===== src/rtl/huffman_decoder_if.sv =====
// Table, serial-bit and decoded-symbol signals between a bitstream source and huffman_decoder.
// The master drives the code table and bits; the slave (decoder) returns symbols and status.
interface huffman_decoder_if;
   logic       code_valid;
   logic [7:0] HC1, HC2, HC3, HC4, HC5, HC6;
   logic [7:0] M1, M2, M3, M4, M5, M6;
   logic       bit_valid;
   logic       bit_data;
   logic       table_ready;
   logic       sym_valid;
   logic [7:0] sym_data;
   logic       code_err;

   modport master (
      output code_valid, HC1, HC2, HC3, HC4, HC5, HC6, M1, M2, M3, M4, M5, M6,
      output bit_valid, bit_data,
      input  table_ready, sym_valid, sym_data, code_err
   );

   modport slave (
      input  code_valid, HC1, HC2, HC3, HC4, HC5, HC6, M1, M2, M3, M4, M5, M6,
      input  bit_valid, bit_data,
      output table_ready, sym_valid, sym_data, code_err
   );
endinterface


===== src/rtl/huffman_decoder.sv =====
// Serial 6-symbol Huffman decoder: prefix-matches incoming bits against a registered code table.
// Define HUFF_DEC_ERR_EN to drive code_err on an invalid MAX_LEN prefix; otherwise it is tied 0.
module huffman_decoder #(
   parameter int unsigned MAX_LEN = 5,
   parameter int unsigned NSYM    = 6
) (
   input logic               clk,
   input logic               reset,
   huffman_decoder_if.slave  bus
);

   typedef enum logic {StIdle, StDecode} state_t;

   state_t             r_state;
   logic [MAX_LEN-1:0] r_hc [NSYM];
   logic [MAX_LEN-1:0] r_m  [NSYM];
   logic [MAX_LEN-1:0] r_acc;
   logic [MAX_LEN-1:0] r_lm;
   logic               r_table_ready;
   logic               r_sym_valid;
   logic [7:0]         r_sym_data;

   logic [MAX_LEN-1:0] w_hc_in [NSYM];
   logic [MAX_LEN-1:0] w_m_in  [NSYM];
   logic [MAX_LEN-1:0] w_acc_next;
   logic [MAX_LEN-1:0] w_lm_next;
   logic               w_full;
   logic               w_hit;
   logic [7:0]         w_sym;
   logic               w_unused;

   always_comb begin
      w_hc_in[0] = bus.HC1[MAX_LEN-1:0];
      w_hc_in[1] = bus.HC2[MAX_LEN-1:0];
      w_hc_in[2] = bus.HC3[MAX_LEN-1:0];
      w_hc_in[3] = bus.HC4[MAX_LEN-1:0];
      w_hc_in[4] = bus.HC5[MAX_LEN-1:0];
      w_hc_in[5] = bus.HC6[MAX_LEN-1:0];
      w_m_in[0]  = bus.M1[MAX_LEN-1:0];
      w_m_in[1]  = bus.M2[MAX_LEN-1:0];
      w_m_in[2]  = bus.M3[MAX_LEN-1:0];
      w_m_in[3]  = bus.M4[MAX_LEN-1:0];
      w_m_in[4]  = bus.M5[MAX_LEN-1:0];
      w_m_in[5]  = bus.M6[MAX_LEN-1:0];
   end

   // Only MAX_LEN code bits matter; the top accumulator bits are never shifted back in.
   assign w_unused = ^{bus.HC1[7:MAX_LEN], bus.HC2[7:MAX_LEN], bus.HC3[7:MAX_LEN],
                       bus.HC4[7:MAX_LEN], bus.HC5[7:MAX_LEN], bus.HC6[7:MAX_LEN],
                       bus.M1[7:MAX_LEN], bus.M2[7:MAX_LEN], bus.M3[7:MAX_LEN],
                       bus.M4[7:MAX_LEN], bus.M5[7:MAX_LEN], bus.M6[7:MAX_LEN],
                       r_acc[MAX_LEN-1], r_lm[MAX_LEN-1]};

   assign w_acc_next = {r_acc[MAX_LEN-2:0], bus.bit_data};
   assign w_lm_next  = {r_lm[MAX_LEN-2:0], 1'b1};
   assign w_full     = &w_lm_next;

   // Scan from the top so the lowest matching index is the one left standing.
   always_comb begin
      w_hit = 1'b0;
      w_sym = 8'd0;
      for (int i = int'(NSYM) - 1; i >= 0; i--) begin
         if (r_m[i] == w_lm_next && r_hc[i] == w_acc_next) begin
            w_hit = 1'b1;
            w_sym = 8'(i + 1);
         end
      end
   end

`ifdef HUFF_DEC_ERR_EN
   logic r_code_err;
`endif

   always_ff @(posedge clk or negedge reset) begin
      if (!reset) begin
         r_state       <= StIdle;
         r_hc          <= '{default: '0};
         r_m           <= '{default: '0};
         r_acc         <= '0;
         r_lm          <= '0;
         r_table_ready <= 1'b0;
         r_sym_valid   <= 1'b0;
         r_sym_data    <= 8'd0;
`ifdef HUFF_DEC_ERR_EN
         r_code_err    <= 1'b0;
`endif
      end else begin
         r_sym_valid <= 1'b0;
`ifdef HUFF_DEC_ERR_EN
         r_code_err  <= 1'b0;
`endif
         // A table load always wins over a bit arriving in the same cycle.
         if (bus.code_valid) begin
            r_state       <= StDecode;
            r_hc          <= w_hc_in;
            r_m           <= w_m_in;
            r_acc         <= '0;
            r_lm          <= '0;
            r_table_ready <= 1'b1;
         end else if (r_state == StDecode && bus.bit_valid) begin
            if (w_hit) begin
               r_sym_valid <= 1'b1;
               r_sym_data  <= w_sym;
               r_acc       <= '0;
               r_lm        <= '0;
            end else if (w_full) begin
               r_acc <= '0;
               r_lm  <= '0;
`ifdef HUFF_DEC_ERR_EN
               r_code_err <= 1'b1;
`endif
            end else begin
               r_acc <= w_acc_next;
               r_lm  <= w_lm_next;
            end
         end
      end
   end

   assign bus.table_ready = r_table_ready;
   assign bus.sym_valid   = r_sym_valid;
   assign bus.sym_data    = r_sym_data;
`ifdef HUFF_DEC_ERR_EN
   assign bus.code_err    = r_code_err;
`else
   assign bus.code_err    = 1'b0;
`endif

endmodule


===== src/flat_wrapper.sv =====
// flat-port wrapper written by rule: the top's interface ports become plain ports
module huffman_decoder_flat 
#(
   parameter int unsigned MAX_LEN = 5,
   parameter int unsigned NSYM    = 6
)
  (clk, reset, bus_code_valid, bus_HC1, bus_HC2, bus_HC3, bus_HC4, bus_HC5, bus_HC6, bus_M1, bus_M2, bus_M3, bus_M4, bus_M5, bus_M6, bus_bit_valid, bus_bit_data, bus_table_ready, bus_sym_valid, bus_sym_data, bus_code_err);
  huffman_decoder_if bus_i ();
  input logic clk;
  input logic reset;
  input wire logic [$bits(bus_i.code_valid)-1:0] bus_code_valid;
  input wire logic [$bits(bus_i.HC1)-1:0] bus_HC1;
  input wire logic [$bits(bus_i.HC2)-1:0] bus_HC2;
  input wire logic [$bits(bus_i.HC3)-1:0] bus_HC3;
  input wire logic [$bits(bus_i.HC4)-1:0] bus_HC4;
  input wire logic [$bits(bus_i.HC5)-1:0] bus_HC5;
  input wire logic [$bits(bus_i.HC6)-1:0] bus_HC6;
  input wire logic [$bits(bus_i.M1)-1:0] bus_M1;
  input wire logic [$bits(bus_i.M2)-1:0] bus_M2;
  input wire logic [$bits(bus_i.M3)-1:0] bus_M3;
  input wire logic [$bits(bus_i.M4)-1:0] bus_M4;
  input wire logic [$bits(bus_i.M5)-1:0] bus_M5;
  input wire logic [$bits(bus_i.M6)-1:0] bus_M6;
  input wire logic [$bits(bus_i.bit_valid)-1:0] bus_bit_valid;
  input wire logic [$bits(bus_i.bit_data)-1:0] bus_bit_data;
  output wire logic [$bits(bus_i.table_ready)-1:0] bus_table_ready;
  output wire logic [$bits(bus_i.sym_valid)-1:0] bus_sym_valid;
  output wire logic [$bits(bus_i.sym_data)-1:0] bus_sym_data;
  output wire logic [$bits(bus_i.code_err)-1:0] bus_code_err;
  assign bus_i.code_valid = bus_code_valid;
  assign bus_i.HC1 = bus_HC1;
  assign bus_i.HC2 = bus_HC2;
  assign bus_i.HC3 = bus_HC3;
  assign bus_i.HC4 = bus_HC4;
  assign bus_i.HC5 = bus_HC5;
  assign bus_i.HC6 = bus_HC6;
  assign bus_i.M1 = bus_M1;
  assign bus_i.M2 = bus_M2;
  assign bus_i.M3 = bus_M3;
  assign bus_i.M4 = bus_M4;
  assign bus_i.M5 = bus_M5;
  assign bus_i.M6 = bus_M6;
  assign bus_i.bit_valid = bus_bit_valid;
  assign bus_i.bit_data = bus_bit_data;
  assign bus_table_ready = bus_i.table_ready;
  assign bus_sym_valid = bus_i.sym_valid;
  assign bus_sym_data = bus_i.sym_data;
  assign bus_code_err = bus_i.code_err;
  huffman_decoder #(.MAX_LEN(MAX_LEN), .NSYM(NSYM)) u_core (.clk(clk), .reset(reset), .bus(bus_i));
endmodule

===== config.mk =====
export PLATFORM = sky130hd
export DESIGN_NAME = huffman_decoder_flat
export DESIGN_NICKNAME = d
export VERILOG_FILES = /design/src/rtl/huffman_decoder_if.sv /design/src/rtl/huffman_decoder.sv /design/src/flat_wrapper.sv
export SDC_FILE = /design/constraint.sdc
export NUM_CORES = 1
export LEC_CHECK = 0
export BUFFER_PORTS_ARGS = -buffer_cell sky130_fd_sc_hd__buf_4
export CAP_MARGIN = 40
export CORE_MARGIN = 3
export CORE_UTILIZATION = 40
export CTS_CLUSTER_DIAMETER = 60
export CTS_CLUSTER_SIZE = 24
export DETAILED_ROUTE_END_ITERATION = 8
export GPL_TIMING_DRIVEN = 0
export PLACE_DENSITY = 0.61
export SETUP_SLACK_MARGIN = 0.02
export SYNTH_ARGS = -nofsm -noshare
export SYNTH_HDL_FRONTEND = slang
export SYNTH_SLANG_ARGS = --single-unit

===== constraint.sdc =====
create_clock -name clk -period 4.9 [get_ports clk]
set_clock_uncertainty 0.1 [all_clocks]
set_input_delay 0.245 -clock clk [delete_from_list [all_inputs] [get_ports clk]]
set_output_delay 0.245 -clock clk [all_outputs]
set_load 0.01 [all_outputs]

# Word-level counts from Yosys, hierarchy flattened
# Cells that the tools add are included.
[classes] n_addsub=0 n_mul=0 n_div=0 n_lt_le_gt_ge=0 n_eq_ne=12 n_shift=0 muxes=23 bitwise=1 n_reduce_logical=10
[ops] cell="$eq 5x5->1" n=12
[ops] cell="$mux 4" n=8
[ops] cell="$mux 3" n=6
[ops] cell="$mux 1" n=9
[ops] cell="$logic_and 1x1->1" n=7
[ops] cell="$reduce_and 4->1" n=1
[ops] cell="$reduce_and 3->1" n=1
[ops] cell="$reduce_bool 2->1" n=1
[ops] cell="$not 1->1" n=1
[word_totals] reg_bits=78 latchBits=0 ram_bits=0 mem_bits_ro=0 inputBits=101 output_inout_bits=11 elab_cells=63 memories=0

# Depth between registers and ports, before layout
# Gate-level depths: netlist of run 1.
[logic_depth] word_depth=11 ltp_mapped=7 ltp_nobuf=6

# Least setup slack after synthesis of run 1
# No wires, ideal clock.
[synth_path] kind="register -> register" start="register u_core.r_lm[0]" end="register u_core.r_sym_data[0] (netlist: u_core.bus.sym_data[0])" setup_ns=0.125 t_arrival_ns=1.734 required_time_ns=4.675 slack_ns=2.941 stages_incl_launch_ff=8 path_buffers=1 period_less_slack_ns=1.959 cell_sequence="dfrtp_1 -> buf_6 -> xnor2_1 -> nand4_1 -> or3_4 -> o311ai_4 -> o21a_4 -> mux2_4"
[synth_via] elab_chain_len=9 word_cells_on_any_way=24 classes_between="6 x eq/ne; 11 x mux; 7 x reduce/logical"
[synth_lines] element="start, declared" line_no="huffman_decoder.sv:18" rtl="logic [MAX_LEN-1:0] r_lm;"
[synth_lines] element="start signal, assigned" line_no="huffman_decoder.sv:114" rtl="r_lm <= w_lm_next;"
[synth_lines] element="$eq 5x5->1" line_no="huffman_decoder.sv:63" rtl="if (r_m[i] == w_lm_next && r_hc[i] == w_acc_next) begin"
[synth_lines] element="$logic_and 1x1->1" line_no="huffman_decoder.sv:63"
[synth_lines] element="$mux 1 (6 in a row)" line_no="huffman_decoder.sv:63"
[synth_lines] element="$reduce_and 3->1 (no source line)"
[synth_lines] element="end signal, assigned" line_no="huffman_decoder.sv:103" rtl="r_sym_data <= w_sym;"
[synth_lines] element="end, declared" line_no="huffman_decoder.sv:21" rtl="logic [7:0] r_sym_data;"
# Several ways; a longest one is shown, not always the timed one.
# A chain may end at the register's enable or synchronous reset.

# Final worst setup path of run 1
[layout_path] start="register u_core.r_lm[1]" end="register u_core.r_sym_data[0] (netlist: u_core.bus.sym_data[0])"
# Same word-level chain as after synthesis.

==> metrics, run 1 <==
clock-pin slew on the worst setup and hold paths 70 ps; Die Span Y 99.8 µm; Setup Fix Bufs, Post-CTS 0; via count 2193; Filler Cell Count 745; Crit-path slowest cell dfrtp_1; count of input and output buffers 67; Yosys reg bits 73; Starting Density 41.9%; Die X 99.8 µm; WS Path Type reg2reg; share of cells above drive strength 1 29.7%; final setup violation count 0; switching share of power 25.3%; most frequent cells in the layout buf_4, dfrtp_1, mux2_1, xor2_1, xnor2_1; total grt overflow 0; ANT cells 0; PwrDens 294 nW/µm²; DRT Pass-1 Iters 4; Comb pwr share 15.6%; sequential fraction of the synthesis area 52.0%; internal cell power 958 µW; DRC 0; Synth Warn # 0; FF+latch area 1830 µm²; clock power share 30.5%; I/O Pins 112; worst hold slack 20.2 ps; final worst path period need 2170 ps; Multi-input gate area 1540 µm²; largest net degree at the start of global routing 38; Root Buffer clkbuf_8; hold buffer count at cts 2; HP Class in2reg; cell area after layout 4360 µm²; Post-synth top flop dfrtp_1; CTS Buf Count 9; most common cell after layout, fill and taps aside buf_4; crit end category flop; Final WS setup 2730 ps; CP Cell Sequence buf_4, xor2_1, nor4_1, nand4_1, nand3_2, o21a_4, mux2_4; post-route ant nets 0; Yosys cell types 29; nature of the critical path startpoint flop; GRT Total Usage 16.3%; CORE AREA 8380 µm²; Sw Pwr 324 µW; Worst Tran Pin Value 751 ps; Final Max Slew Viols 0; max-capacitance violation count 0; syn_area_per_cell 13.6 µm²; number of synthesized flops with an enable pin 0; Setup WS pre-CTS 2730 ps; global-route wire length before repair 12300 µm; slowest stage delay, CP 360 ps; Seq pwr share 53.9%; Area Growth Syn to Fin 24.0%; detailed placer's ending HPWL 5460 µm; Iter 0 DRT Violations 78; Synth Instances 259; P_leak 2.03 nW; dominant cell type by area after synthesis dfrtp_1; Area contributors post-synth dfrtp_1, mux2_1, xor2_1; Worst Path Required 5020 ps; post-placement cell area 4190 µm²; Crit Path Max Fanout 9; final-stage net count 446; GP Congestion 0.738; clk buf depth 2; Routed WL per cell 16.6 µm; clk sinks 73; synthesized area 3520 µm²; H-tree Lvls 3; status complete, no violations; worst vdd ir 0.140 mV; RSZ-0062 raised after global routing false; Vias per Instance 4.85; final worst-path cycle share 44.2%; final number of hold-violating endpoints 0; worst skew pair latency 340 ps; post-synth top area share 52.0%; CTS tree done; vias in the first global route 2317; WL final 7520 µm; initial antenna violation count 0; row cnt 33; post-CTS sizing 0; Post-synth ARST share 100%; Rel. slew slack 49.9%; setup TNS 0 ps; Die ar. 9950 µm²; Critical Path AT 2290 ps; max frequency 0.461 GHz
[final cells by class]
class / instances / area share, %
clock buffers: 12 / 3.33
multi-input cells: 169 / 35.4
well taps: 105 / 3.01
clock inverters: 1 / 0.115
plain buffers: 22 / 3.79
flip-flops and latches: 73 / 41.9
repair buffers: 70 / 12.5
[critical path, delay by kind of cell, from the launching register on]
kind	cells	cell delay (ps)
AOI/OAI and AO/OA	1	140
xor gates and xnor gates	1	170
buffers and inverters	1	190
DFF	1	360
muxes	1	290
and+or+nand+nor	3	790
[through the flow]
stage	utilization [%]	instances	power, mW
after floorplan	-	264	0.817
after global placement	49.7	436	0.898
after detailed placement	50.0	437	0.906
after CTS	52.0	452	1.30
after global routing	52.0	452	1.36
final	52.0	452	1.28
[path summary, 6_finish.rpt]
| kind | start | end | slack [ps] | cells after the start |
|---|---|---|---|---|
| min in group asynchronous | reset | u_core.r_hc[8]$_DFFE_PN0P_ | 300 | 2 |
| min | bus_M1[1] | u_core.r_m[26]$_DFFE_PN0P_ | 20 | 2 |
| min reg2reg | u_core.r_m[0]$_DFFE_PN0P_ | u_core.r_m[0]$_DFFE_PN0P_ | 390 | 1 |
| max in group asynchronous | reset | u_core.r_hc[27]$_DFFE_PN0P_ | 3840 | 3 |
| max reg2reg | u_core.r_lm[1]$_DFFE_PN0P_ | u_core.bus.sym_data[0]$_DFFE_PN0P_ | 2730 | 7 |
| max | u_core.r_lm[1]$_DFFE_PN0P_ | u_core.bus.sym_data[0]$_DFFE_PN0P_ | 2730 | 7 |
[routing by layer]
layer	track usage (%)	vias to the layer above	part of all wire (%)
met5	0	-	0
met4	3.78	0	0.85
met3	4.28	6	5.1
met2	24.9	56	46
met1	23.4	1074	48
li1	-	1057	-
[cell families after synthesis]
family / after synthesis / synth area share [%]
muxes: 61 / 19.6
AOI/OAI and AO/OA: 18 / 4.48
and+or+nand+nor: 30 / 5.66
buffers and inverters: 22 / 4.70
DFF: 73 / 52.0
other: 1 / 0.107
xor gates and xnor gates: 54 / 13.5
[synthesized netlist by cell type, drive strengths merged, types with 2 or more instances]
master	number
a21oi	5
a22o	7
buf	15
clkbuf	7
dfrtp	73
mux2	61
nand2	5
nand3	2
nand4	9
nor3	3
nor4	8
xnor2	22
xor2	32
[power groups by stage]
stage | combinational [mW] | clock [mW] | sequential, mW
2_1_floorplan | 0.122 | 0 | 0.694
3_3_place_gp | 0.197 | 0 | 0.702
3_5_place_dp | 0.202 | 0 | 0.704
4_1_cts | 0.204 | 0.408 | 0.692
5_1_grt | 0.222 | 0.437 | 0.698
6_report | 0.200 | 0.391 | 0.692
[sequential cells by signal, summed over array words and instances (netlist names)]
signal and cells:
u_core.bus.sym_data 3, u_core.r_acc 4, u_core.r_m 30, u_core.r_hc 30, u_core.r_state 1, u_core.bus.sym_valid 1
u_core.r_lm 4
Power figures use the tool's default switching activity.
==> run 2, diff against run 1 <==
==> constraint.sdc (replaced) <==
create_clock -name clk -period 2.1 [get_ports clk]
set_clock_uncertainty 0.1 [all_clocks]
set_input_delay 0.105 -clock clk [delete_from_list [all_inputs] [get_ports clk]]
set_output_delay 0.105 -clock clk [all_outputs]
set_load 0.01 [all_outputs]
==> run 2 against run 1 <==
Largest power group unchanged. Fmax is 4.2% higher. Combinational power grew to 2.8 times the previous value. Flip-flop and latch count stayed put. Utilization is 7.9 points higher. Critical path type unchanged. Highest routed layer unchanged.
==> metrics, run 2 (synthesis gave the netlist of run 1 again) <==
CORE AREA 8380 µm² (unchanged); WL final 8200 µm (+9.0%); CTS Buf Count 9 (unchanged); Starting Density 41.9% (unchanged); post-placement cell area 4190 µm² (unchanged); DRC 0 (unchanged); total grt overflow 0 (unchanged); largest net degree at the start of global routing 38 (unchanged); worst skew pair latency 340 ps (about the same); Routed WL per cell 15.8 µm (-4.9%); Critical Path AT 2200 ps (-90 ps); worst vdd ir 0.332 mV (+140%); internal cell power 2.31 mW (+140%); clk buf depth 2 (unchanged); post-route ant nets 0 (unchanged); Rel. slew slack 52.3% (+2.4 points); status complete, no violations; most common cell after layout, fill and taps aside buf_4; P_leak 2.32 nW (+14%); Crit Path Max Fanout 9 (unchanged); fin util 59.9% (+7.9 points); row cnt 33 (unchanged); ANT cells 0 (unchanged); most frequent cells in the layout buf_4, dfrtp_1, dlygate4sd3_1, mux2_1, xor2_1; Seq pwr share 52.3% (-1.6 points); Root Buffer clkbuf_8; GRT Total Usage 17.7% (+1.3 points); Final Max Slew Viols 0 (unchanged); via count 2486 (+13%); vias in the first global route 2602 (+12%); nature of the critical path startpoint flop; final number of hold-violating endpoints 0 (unchanged); Iter 0 DRT Violations 68 (-13%); WS Path Type reg2reg; Die X 99.8 µm (unchanged); Vias per Instance 4.80 (-1.1%); I/O Pins 112 (unchanged); HP Class in2reg; Sw Pwr 777 µW (+140%); global-route wire length before repair 13400 µm (+9.2%); final-stage net count 512 (+15%); CTS tree done; DRT Pass-1 Iters 4 (unchanged); Die Span Y 99.8 µm (unchanged); Final WS setup 20.6 ps (-2710 ps); clock power share 29.5% (-1.0 points); cell area after layout 5020 µm² (+15%); Worst Path Required 2220 ps (-2800 ps); Die ar. 9950 µm² (unchanged); share of cells above drive strength 1 26.9% (-2.8 points); detailed placer's ending HPWL 5460 µm (unchanged); Filler Cell Count 684 (-8.2%); crit end category flop; max frequency 0.481 GHz (+4.2%); clk sinks 73 (unchanged); final worst path period need 2080 ps (-87.8 ps); clock-pin slew on the worst setup and hold paths 70 ps (about the same); Largest regs u_core.r_hc (30), u_core.r_m (30); switching share of power 25.2% (-0.12 points); initial antenna violation count 0 (unchanged); PwrDens 615 nW/µm² (+110%); Setup WS pre-CTS -67.7 ps (-2800 ps); Comb pwr share 18.2% (+2.6 points); H-tree Lvls 3 (unchanged); Worst Tran Pin Value 716 ps (-35.5 ps); final worst-path cycle share 99.0% (+55 points); count of input and output buffers 67 (unchanged); RSZ-0062 raised after global routing true; max-capacitance violation count 0 (unchanged); GP Congestion 0.738 (unchanged); final setup violation count 0 (unchanged); Area Growth Syn to Fin 42.7%
## run 2: layer usage
metal  routed length (µm)  vias up  GRT usage [%]
met4                  106        0           3.78
met5                    0        -              0
li1                     -     1192              -
met3                  412        8           3.86
met2                 3950       73           28.8
met1                 3730     1213           24.3
## run 2: worst paths after layout
path | startpoint | to | slack [ps] | cells past startpoint
max | u_core.r_lm[0]$_DFFE_PN0P_ | u_core.bus.sym_data[0]$_DFFE_PN0P_ | 20 | 7
min | bus_bit_valid | u_core.bus.sym_data[1]$_DFFE_PN0P_ | 80 | 4
max reg2reg | u_core.r_lm[0]$_DFFE_PN0P_ | u_core.bus.sym_data[0]$_DFFE_PN0P_ | 20 | 7
min reg2reg | u_core.r_m[0]$_DFFE_PN0P_ | u_core.r_m[0]$_DFFE_PN0P_ | 390 | 1
max in group asynchronous | reset | u_core.r_m[20]$_DFFE_PN0P_ | 1160 | 3
min in group asynchronous | reset | u_core.r_hc[8]$_DFFE_PN0P_ | 180 | 2
## run 2: worst max-delay path: stages (launching register included)
cell	delay, ps
dfrtp_1	380
buf_6	160
xnor2_1	150
nand4_1	140
or3_4	430
o311ai_4	130
o21a_4	180
mux2_4	290
## run 2: power groups by stage
stage / Combinational [mW] / Sequential, mW / Clock, mW
4_1_cts: 0.566 / 1.62 / 0.952
2_1_floorplan: 0.286 / 1.62 / 0
3_3_place_gp: 0.459 / 1.64 / 0
3_5_place_dp: 0.472 / 1.64 / 0
6_report: 0.563 / 1.61 / 0.911
5_1_grt: 0.619 / 1.63 / 1.02
## run 2: repair_timing
action,in CTS,in global routing
setup endpoints to repair,2,3
gates resized for setup,1,1
buffers inserted,4,2
hold buffers,62,0
endpoints found under the hold margin,97,0
pin swaps,6,7
## run 2: final cells by class
type | count | area, µm² | area share [%]
Multi-Input combinational cell | 169 | 1560 | 31.0
Clock buffer | 12 | 145 | 2.89
Tap cell | 105 | 131 | 2.62
Clock inverter | 1 | 5.00 | 0.0997
Buffer | 22 | 165 | 3.29
Timing Repair Buffer | 136 | 1190 | 23.7
Sequential cell | 73 | 1830 | 36.4
## run 2: per-stage QoR
stage / hold slack [ps] / setup TNS (ps) / power [mW] / std cells
floorplan: -291 / 0 / 1.91 / 264
global placement: 215 / -72.5 / 2.10 / 436
detailed placement: 3.18 / -67.7 / 2.11 / 437
CTS: 55.4 / 0 / 3.13 / 516
global route: 101 / -62.2 / 3.26 / 518
finish: 76.3 / 0 / 3.09 / 518
==> run 3, diff against run 2 <==
--- a/config.mk
+++ b/config.mk
@@ -7,6 +7,7 @@
 export LEC_CHECK = 0
 export BUFFER_PORTS_ARGS = -buffer_cell sky130_fd_sc_hd__buf_4
 export CAP_MARGIN = 40
+export CORE_ASPECT_RATIO = 0.6
 export CORE_MARGIN = 3
 export CORE_UTILIZATION = 40
 export CTS_CLUSTER_DIAMETER = 60
==> run 3 against run 2 <==
The flow now finishes with violations (setup timing). Die area increased by 0.37%. Wire length increased by 1.8%. Total power increased by 28%. Utilization increased by 4.9 points. Non-clock buffer count increased by 6. Sequential share of layout area decreased by 2.0 points. Setup slack got worse by 22 ps. Sequential power about the same. Clock-buffer cell count decreased by 1. Cell area increased by 5.8%. Via count increased by 0.16%. Clock power increased by 93%.
==> metrics, run 3 (synthesis gave the netlist of run 1 again) <==
status finished with violations; failing checks setup timing; GP Congestion 0.797 (+8.0%); count of input and output buffers 67 (unchanged); fin util 64.8% (+4.9 points); CTS tree done; hold_sp bus_bit_valid; Worst Path Required 2220 ps (about the same); H-tree Lvls 3 (unchanged); R2R Path Start u_core.r_acc[1]$_DFFE_PN0P_; cell area after layout 5310 µm² (+5.8%); post-placement cell area 4200 µm² (+0.27%); R2R depth 7 (unchanged); Starting Density 42.9% (+0.95 points); final-stage net count 518 (+1.2%); final setup violation count 1 (+1); crit path from u_core.r_acc[1]$_DFFE_PN0P_; vias in the first global route 2667 (+2.5%); Routed WL per cell 15.8 µm (-0.50%); Critical Path AT 2220 ps (+20 ps); largest net degree at the start of global routing 58 (+53%); worst skew pair latency 340 ps (about the same); global-route wire length before repair 13800 µm (+3.1%); RSZ-0062 raised after global routing true; crit end category flop; max frequency 0.476 GHz (-1.1%); post-route ant nets 0 (unchanged); most frequent cells in the layout buf_4, dfrtp_1, dlygate4sd3_1, mux2_1, xor2_1; Worst Tran Pin Value 683 ps (-32.8 ps); nature of the critical path startpoint flop; FF-to-FF setup slack -2 ps (-20 ps); most common cell after layout, fill and taps aside buf_4; CP Capture Point u_core.bus.sym_data[0]$_DFFE_PN0P_; initial antenna violation count 0 (unchanged); PwrDens 745 nW/µm² (+21%); Pwr Total 3.96 mW (+28%); Die Span Y 78.6 µm (-21%); final worst-path cycle share 100% (+1.1 points); GRT Total Usage 18.3% (+0.58 points); number of placed cells counting well taps 440 (+0.69%); WS Path Type reg2reg; Area Growth Syn to Fin 51.1%; CORE AREA 8200 µm² (-2.2%); Vias per Instance 4.70 (-2.1%); share of cells above drive strength 1 29.6% (+2.7 points); max-capacitance violation count 0 (unchanged); DRC 0 (unchanged); Die ar. 9990 µm² (+0.37%); final number of hold-violating endpoints 0 (unchanged); clk sinks 73 (unchanged); clock-pin slew on the worst setup and hold paths 60 ps (about the same); worst r2r dst u_core.bus.sym_data[0]$_DFFE_PN0P_; CTS Buf Count 9 (unchanged); DRT Pass-1 Iters 4 (unchanged); P_leak 2.44 nW (+5.4%); Final WS setup -1.76 ps (-22.4 ps); Crit Path Max Fanout 7 (-2); HP Class in2reg; Rel. slew slack 54.5% (+2.2 points); final worst path period need 2100 ps (+22.4 ps); ANT cells 0 (unchanged); total grt overflow 0 (unchanged); row cnt 25 (-24%); Root Buffer clkbuf_16; Final Max Slew Viols 0 (unchanged); Die X 127 µm (+27%); via count 2490 (+0.16%); Iter 0 DRT Violations 70 (+2.9%); Largest regs u_core.r_hc (30), u_core.r_m (30); clk buf depth 2 (unchanged); worst hold slack 81.9 ps (+5.59 ps); worst vdd ir 0.401 mV (+21%); WL final 8350 µm (+1.8%); Non-Filler Instances 530 (+2.3%); I/O Pins 112 (unchanged); detailed placer's ending HPWL 5630 µm (+3.1%)
[run 3: cell types whose count changed in the layout (fill, tap and decap cells not counted), sizes merged]
cell and delta:
clkinvlp +1, bufinv +3, buf +6, clkbuf -1
[run 3: final cells by class]
type / count / area, µm²
clock buffers: 11 / 243
fillers: 646 / 2880
well taps: 108 / 135
flip-flops and latches: 73 / 1830
plain buffers: 22 / 169
repair buffers: 142 / 1250
clock inverters: 5 / 103
multi-input cells: 169 / 1580
[run 3: critical path: stages, from the launching register on]
cell	delay, ps
dfrtp_1	380
buf_6	150
buf_4	140
xnor2_1	170
nand4_2	180
o311ai_4	390
o21a_4	200
mux2_4	290
[run 3: worst min path at each step]
stage | endpoint | slack (ps) | cells after the start
floorplan | u_core.bus.sym_data[0]$_DFFE_PN0P_ | -290 | 0
global placement | u_core.r_hc[23]$_DFFE_PN0P_ | 190 | 1
detailed placement | u_core.r_hc[23]$_DFFE_PN0P_ | -110 | 1
CTS | u_core.bus.sym_data[2]$_DFFE_PN0P_ | 70 | 4
global route | u_core.bus.sym_data[2]$_DFFE_PN0P_ | 90 | 4
finish | u_core.bus.sym_data[2]$_DFFE_PN0P_ | 80 | 4
[run 3: through the flow]
step                      setup TNS (ps)  setup WS, ps
final                              -1.76         -1.76
after global routing                -141         -64.5
after CTS                          -16.1         -16.1
after detailed placement           -67.7         -67.7
after global placement             -79.7         -79.7
after floorplan                        0           141
[run 3: power breakdown]
part	leakage, nW	total, mW	internal, mW	switching, mW
clock	0.166	1.76	1.19	0.569
combinational	1.40	0.581	0.349	0.232
sequential	0.875	1.62	1.53	0.0832
total	2.44	3.96	3.07	0.884
[run 3: timing repair]
action,in CTS,in global routing
endpoints found under the hold margin,134,0
buffers inserted,7,5
gates resized for setup,0,7
hold buffers,62,0
pin swaps,9,15
setup endpoints to repair,2,10
[run 3: metal layers]
layer,routed length [µm],GRT usage [%],up-vias
li1,-,-,1211
met1,3950,24.4,1194
met2,3740,28.0,69
met3,516,5.91,16
met4,144,6.42,0
met5,0,0,-
